## config.mk

```make
export PLATFORM = sky130hd
export DESIGN_NAME = pow2_frac_eval
export DESIGN_NICKNAME = d
export VERILOG_FILES = /design/src/rtl/pow2_frac_eval.sv
export SDC_FILE = /design/constraint.sdc
export NUM_CORES = 1
export LEC_CHECK = 0
export ABC_AREA = 1
export BUFFER_PORTS_ARGS = -buffer_cell sky130_fd_sc_hd__buf_4
export CORE_MARGIN = 2
export CORE_UTILIZATION = 45
export CTS_CLUSTER_DIAMETER = 80
export DETAILED_ROUTE_END_ITERATION = 7
export PLACE_DENSITY_LB_ADDON = 0.05
export SLEW_MARGIN = 10
export SYNTH_ARGS = -nofsm -noshare
export SYNTH_HDL_FRONTEND = slang
export SYNTH_SLANG_ARGS = --single-unit
```

## constraint.sdc

```tcl
create_clock -name clk -period 4.7 [get_ports clk]
set_clock_uncertainty 0.15 [all_clocks]
set_input_delay 0.94 -clock clk [delete_from_list [all_inputs] [get_ports clk]]
set_output_delay 0.94 -clock clk [all_outputs]
set_load 0.02 [all_outputs]
```

## src/rtl/pow2_frac_eval.sv

```systemverilog
// ----------------------------------------------------------------------------
// pow2_frac_eval
//
// Antilog mantissa evaluator. Given a fractional exponent f in [0,1), returns
// 2^f in [1,2) as Q1.7. Exponent bits are consumed MSB first, one per clock.
// For every set bit k the accumulator is multiplied by C_k = 2^(2^-k).
//
// Ports:
//   clk       in   1       clock, rising edge
//   rst       in   1       asynchronous active-low reset
//   start     in   1       request, sampled only while idle
//   frac_in   in   FRAC_W  fractional exponent, Q0.FRAC_W, captured with start
//   busy      out  1       evaluation in progress
//   done      out  1       one-cycle pulse, mant_out has just been updated
//   mant_out  out  8       2^f as Q1.7, held until the next done
//
// FRAC_W is legal from 1 to 8 because the constant table holds eight entries.
// ----------------------------------------------------------------------------
module pow2_frac_eval #(
    parameter int FRAC_W = 8
) (
    input  logic              clk,
    input  logic              rst,
    input  logic              start,
    input  logic [FRAC_W-1:0] frac_in,
    output logic              busy,
    output logic              done,
    output logic [7:0]        mant_out
);

    typedef enum logic {
        IDLE = 1'b0,
        EVAL = 1'b1
    } state_t;

    localparam int              CNT_W    = (FRAC_W > 1) ? $clog2(FRAC_W) : 1;
    localparam logic [CNT_W-1:0] LAST_CNT = CNT_W'(FRAC_W - 1);

    // C_k = 2^(2^-k) in Q1.7, rounded to nearest; idx = k-1.
    function automatic logic [7:0] c_rom(input logic [2:0] idx);
        case (idx)
            3'd0:    c_rom = 8'd181;
            3'd1:    c_rom = 8'd152;
            3'd2:    c_rom = 8'd140;
            3'd3:    c_rom = 8'd134;
            3'd4:    c_rom = 8'd131;
            3'd5:    c_rom = 8'd129;
            3'd6:    c_rom = 8'd129;
            default: c_rom = 8'd128;
        endcase
    endfunction

    state_t            state, state_next;
    logic [FRAC_W-1:0] shreg;
    logic [7:0]        acc;
    logic [CNT_W-1:0]  cnt;

    logic              load;
    logic              step;
    logic              last;

    logic [2:0]        rom_idx;
    logic [15:0]       prod;
    logic [7:0]        acc_next;
    logic              unused_prod_lsbs;

    // ------------------------------------------------------------------
    // State register
    // ------------------------------------------------------------------
    // NOTE: sequential state is updated with non-blocking assignments so
    // every register samples the values from before the edge.
    always_ff @(posedge clk or negedge rst) begin
        if (!rst) begin
            state <= IDLE;
        end else begin
            state <= state_next;
        end
    end

    // ------------------------------------------------------------------
    // Next-state logic
    // ------------------------------------------------------------------
    // NOTE: the default assignment first keeps this combinational block
    // from inferring a latch on any path that forgets to assign.
    always_comb begin
        state_next = state;
        case (state)
            IDLE:    if (load) state_next = EVAL;
            EVAL:    if (last) state_next = IDLE;
            default: state_next = IDLE;
        endcase
    end

    // ------------------------------------------------------------------
    // Output / control decode (busy and done themselves are registered)
    // ------------------------------------------------------------------
    always_comb begin
        load = 1'b0;
        step = 1'b0;
        last = 1'b0;
        case (state)
            IDLE: load = start;
            EVAL: begin
                step = 1'b1;
                last = (cnt == LAST_CNT);
            end
            default: ;
        endcase
    end

    // ------------------------------------------------------------------
    // Multiply step: the current exponent bit is always the shift MSB, and
    // the counter selects the matching constant.
    // ------------------------------------------------------------------
    assign rom_idx = 3'(cnt);
    assign prod    = 16'(acc) * 16'(c_rom(rom_idx));

    // Truncation discards the low product bits on purpose.
    assign unused_prod_lsbs = ^prod[6:0];

    always_comb begin
        acc_next = acc;
        if (shreg[FRAC_W-1]) begin
            acc_next = prod[15] ? 8'hFF : prod[14:7];
        end
    end

    // ------------------------------------------------------------------
    // Datapath registers
    // ------------------------------------------------------------------
    always_ff @(posedge clk or negedge rst) begin
        if (!rst) begin
            shreg    <= '0;
            acc      <= 8'h80;
            cnt      <= '0;
            busy     <= 1'b0;
            done     <= 1'b0;
            mant_out <= 8'h80;
        end else begin
            done <= 1'b0;
            if (load) begin
                shreg <= frac_in;
                acc   <= 8'h80;
                cnt   <= '0;
                busy  <= 1'b1;
            end else if (step) begin
                shreg <= shreg << 1;
                acc   <= acc_next;
                cnt   <= cnt + CNT_W'(1);
                if (last) begin
                    mant_out <= acc_next;
                    done     <= 1'b1;
                    busy     <= 1'b0;
                end
            end
        end
    end

endmodule
```

==> results_dict.tcl <==
set metrics [dict create \
    final_net_count 579 \
    syn_area_mm2 0.00339 \
    antenna_left 0 \
    clk_pin_slew_ps 70 \
    wl_um 8350 \
    place_inst 585 \
    report.final.setup_viol 16 \
    grt_first_pass_wirelength_um 14100 \
    cp_max_fo 7 \
    synthArstFlopShare_pct 100 \
    vias 2937 \
    viasPerCell 4.92 \
    hold_viol 0 \
    crit_path_max_incr_delay_ps 520 \
    ys_ff_latch 30 \
    die_w_um 90.8 \
    cts_tree "built" \
    synth_top_cell_area_share_pct 20.7 \
    die-area_mm2 0.00825 \
    whs_ps 325 \
    synth_cell_type_count 37 \
    grt_max_degree 31 \
    postLayoutCellArea_mm2 0.00424 \
    crit_required_ps 4760 \
    htreeDepth 2 \
    yosysWarnings 0 \
    max_clock_freq_mhz 204 \
    critPathMostFrequentCell "fa_1" \
    rsz0062_at_grt "yes" \
    syn_to_final_growth_pct 25.0 \
    cp.buffers_inverters 7 \
    violations "negative setup slack" \
    ys_top_cells_by_area "dfrtp_1 (21%), fa_1 (17%), ha_1 (16%), nand2_1 (11%), inv_1 (8.5%)" \
    antenna_found_initial 0 \
    fp.dieH_um 90.8 \
    row_count 31 \
    synth.avg_cell_area_um2 7.81 \
    cts-buffers-inserted 5 \
    slew_violations 0 \
    grt_pass1_vias 2909 \
    synth_area_leader_cell "dfrtp_1" \
    crit_family "adder cells" \
    min_period_over_period_pct 104 \
    instances_no_fill 597 \
    yosysSeqAreaShare_pct 22.2 \
    ctsLongestPathBuffers 2 \
    crit_cells 26 \
    clock_sinks 30 \
    worst_ep_arrival_time_ps 4970 \
    critPathSlowestCell "fa_1" \
    antenna_cells 0 \
    finalSetupTns_ps -2900 \
    fillers 692 \
    drc 0 \
    synth_flop_cell "dfrtp_1" \
    initial_utilization_pct 46.5 \
    port_buffers 20 \
    maxSlewHeadroom_pct 45.4 \
    hp-class "reg -> reg" \
    core-area_mm2 0.00729 \
    placed_area_mm2 0.00398 \
    gp_congestion 0.939 \
    start_kind "register" \
    syn_nets 516 \
    worst_slack_ps -210 \
    status "complete, but fails checks" \
    post_drt_wl_per_cell_um 14.0 \
    r2r_slack_ps -210 \
    overflow 0 \
    layout_min_cycle_time_ps 4910 \
    worst_pin_slew_ps 816 \
    ctsHoldBuffers 0 \
    grt.total_usage_pct 21.6 \
    drive_gt1_share_pct 26.9 \
    dp_hpwl_um 6910 \
    synth_edf_count 0 \
    r2r_cells 26 \
    io_pins 21 \
    multiInputGateArea_mm2 0.00250 \
    clkLatencyLatePin_ps 280 \
    drt_iter0_markers 194 \
    netlist_instances 434 \
    hold_depth 2 \
    cts_root_buffer "clkbuf_8" \
    regArea_um2 756 \
    crit_type "reg -> reg" \
    first_pass_iters 4 \
    cap_violations 0 \
    cp-end-kind "register" \
]
-- registers in the layout, indices dropped and copies added, names as in the netlist --
name	cells
acc	8
busy	1
cnt	3
done	1
mant_out	8
shreg	8
state	1
-- cells in the mapped netlist (all sizes together) (2+ instances only) --
cell / count
nand4: 3
o211ai: 5
inv: 79
dfstp: 2
o21bai: 2
nand3: 30
dfrtp: 28
nand2: 114
nand3b: 2
a22oi: 2
xnor2: 2
nor2: 51
xor2: 2
nor3: 3
fa: 28
o21ai: 12
clkbuf: 2
buf: 3
ha: 43
a21oi: 13
-- through the flow --
step / setup WS [ps] / utilization (%)
6_report: -210 / 58.1
5_1_grt: -432 / 58.1
4_1_cts: -204 / 57.6
3_5_place_dp: -354 / 54.6
3_3_place_gp: -210 / 54.6
2_1_floorplan: -58.7 / -
-- tightest hold or removal path, stage by stage (launching register included) --
cell and delay (ps):
dfstp_2 370, nand2_1 60, nand2_1 50
-- kinds of logic (layout without fill, tap and decap cells) --
| logic type | after synthesis | after routing | share of synthesized area (%) |
|---|---|---|---|
| buf+inv | 85 | 149 | 9.70 |
| compound gates | 39 | 39 | 6.94 |
| fa+ha+maj | 71 | 71 | 32.4 |
| flops | 30 | 30 | 22.2 |
| simple gates | 205 | 205 | 27.7 |
| xor+xnor | 4 | 4 | 1.03 |
-- path summary, 6_finish.rpt --
path	from	to
worst max-delay path	cnt[0]	acc[0]
worst min-delay path	mant_out[7]	mant_out[7]
worst max register to register	cnt[0]	acc[0]
worst min register to register	mant_out[7]	mant_out[7]
max in group asynchronous	rst	acc[7]
min in group asynchronous	rst	acc[1]
-- cell type report --
type                       count  area share, %
inverter                      80           7.20
clock inverter                 2          0.295
clock buffer                   6           1.95
multi-input combinational    319           59.0
sequential                    30           17.8
tap                           99           2.92
timing repair buffer          61           10.8
-- layer usage --
metal / vias to the layer above / wire length (µm) / global-route usage [%]
li1: 1489 / - / -
met2: 55 / 3870 / 34.5
met4: 0 / 10 / 1.52
met3: 2 / 318 / 3.76
met5: - / 0 / 0
met1: 1391 / 4150 / 32.1
-- what timing repair did --
action / in CTS / in global routing
setup endpoints to repair: 16 / 16
buffers inserted: 3 / 1
endpoints found under the hold margin: 0 / 0
cloned: 0 / 0
pin swaps: 5 / 0
resized for setup: 24 / 6
-- layout by cell type (no fill, tap or decap), types with 6 or more instances in the layout --
cell type	count
clkbuf_8	6
nand2_4	6
o21ai_0	7
nand3_2	10
buf_4	61
dfrtp_1	26
a21oi_1	11
fa_1	28
inv_2	6
inv_1	71
ha_1	36
nand2_2	13
nor2_1	46
nand2_1	94
nand3_1	18
Power is not shown: default switching activity piles up to over one toggle a cycle in this logic, so the estimate is an artifact.
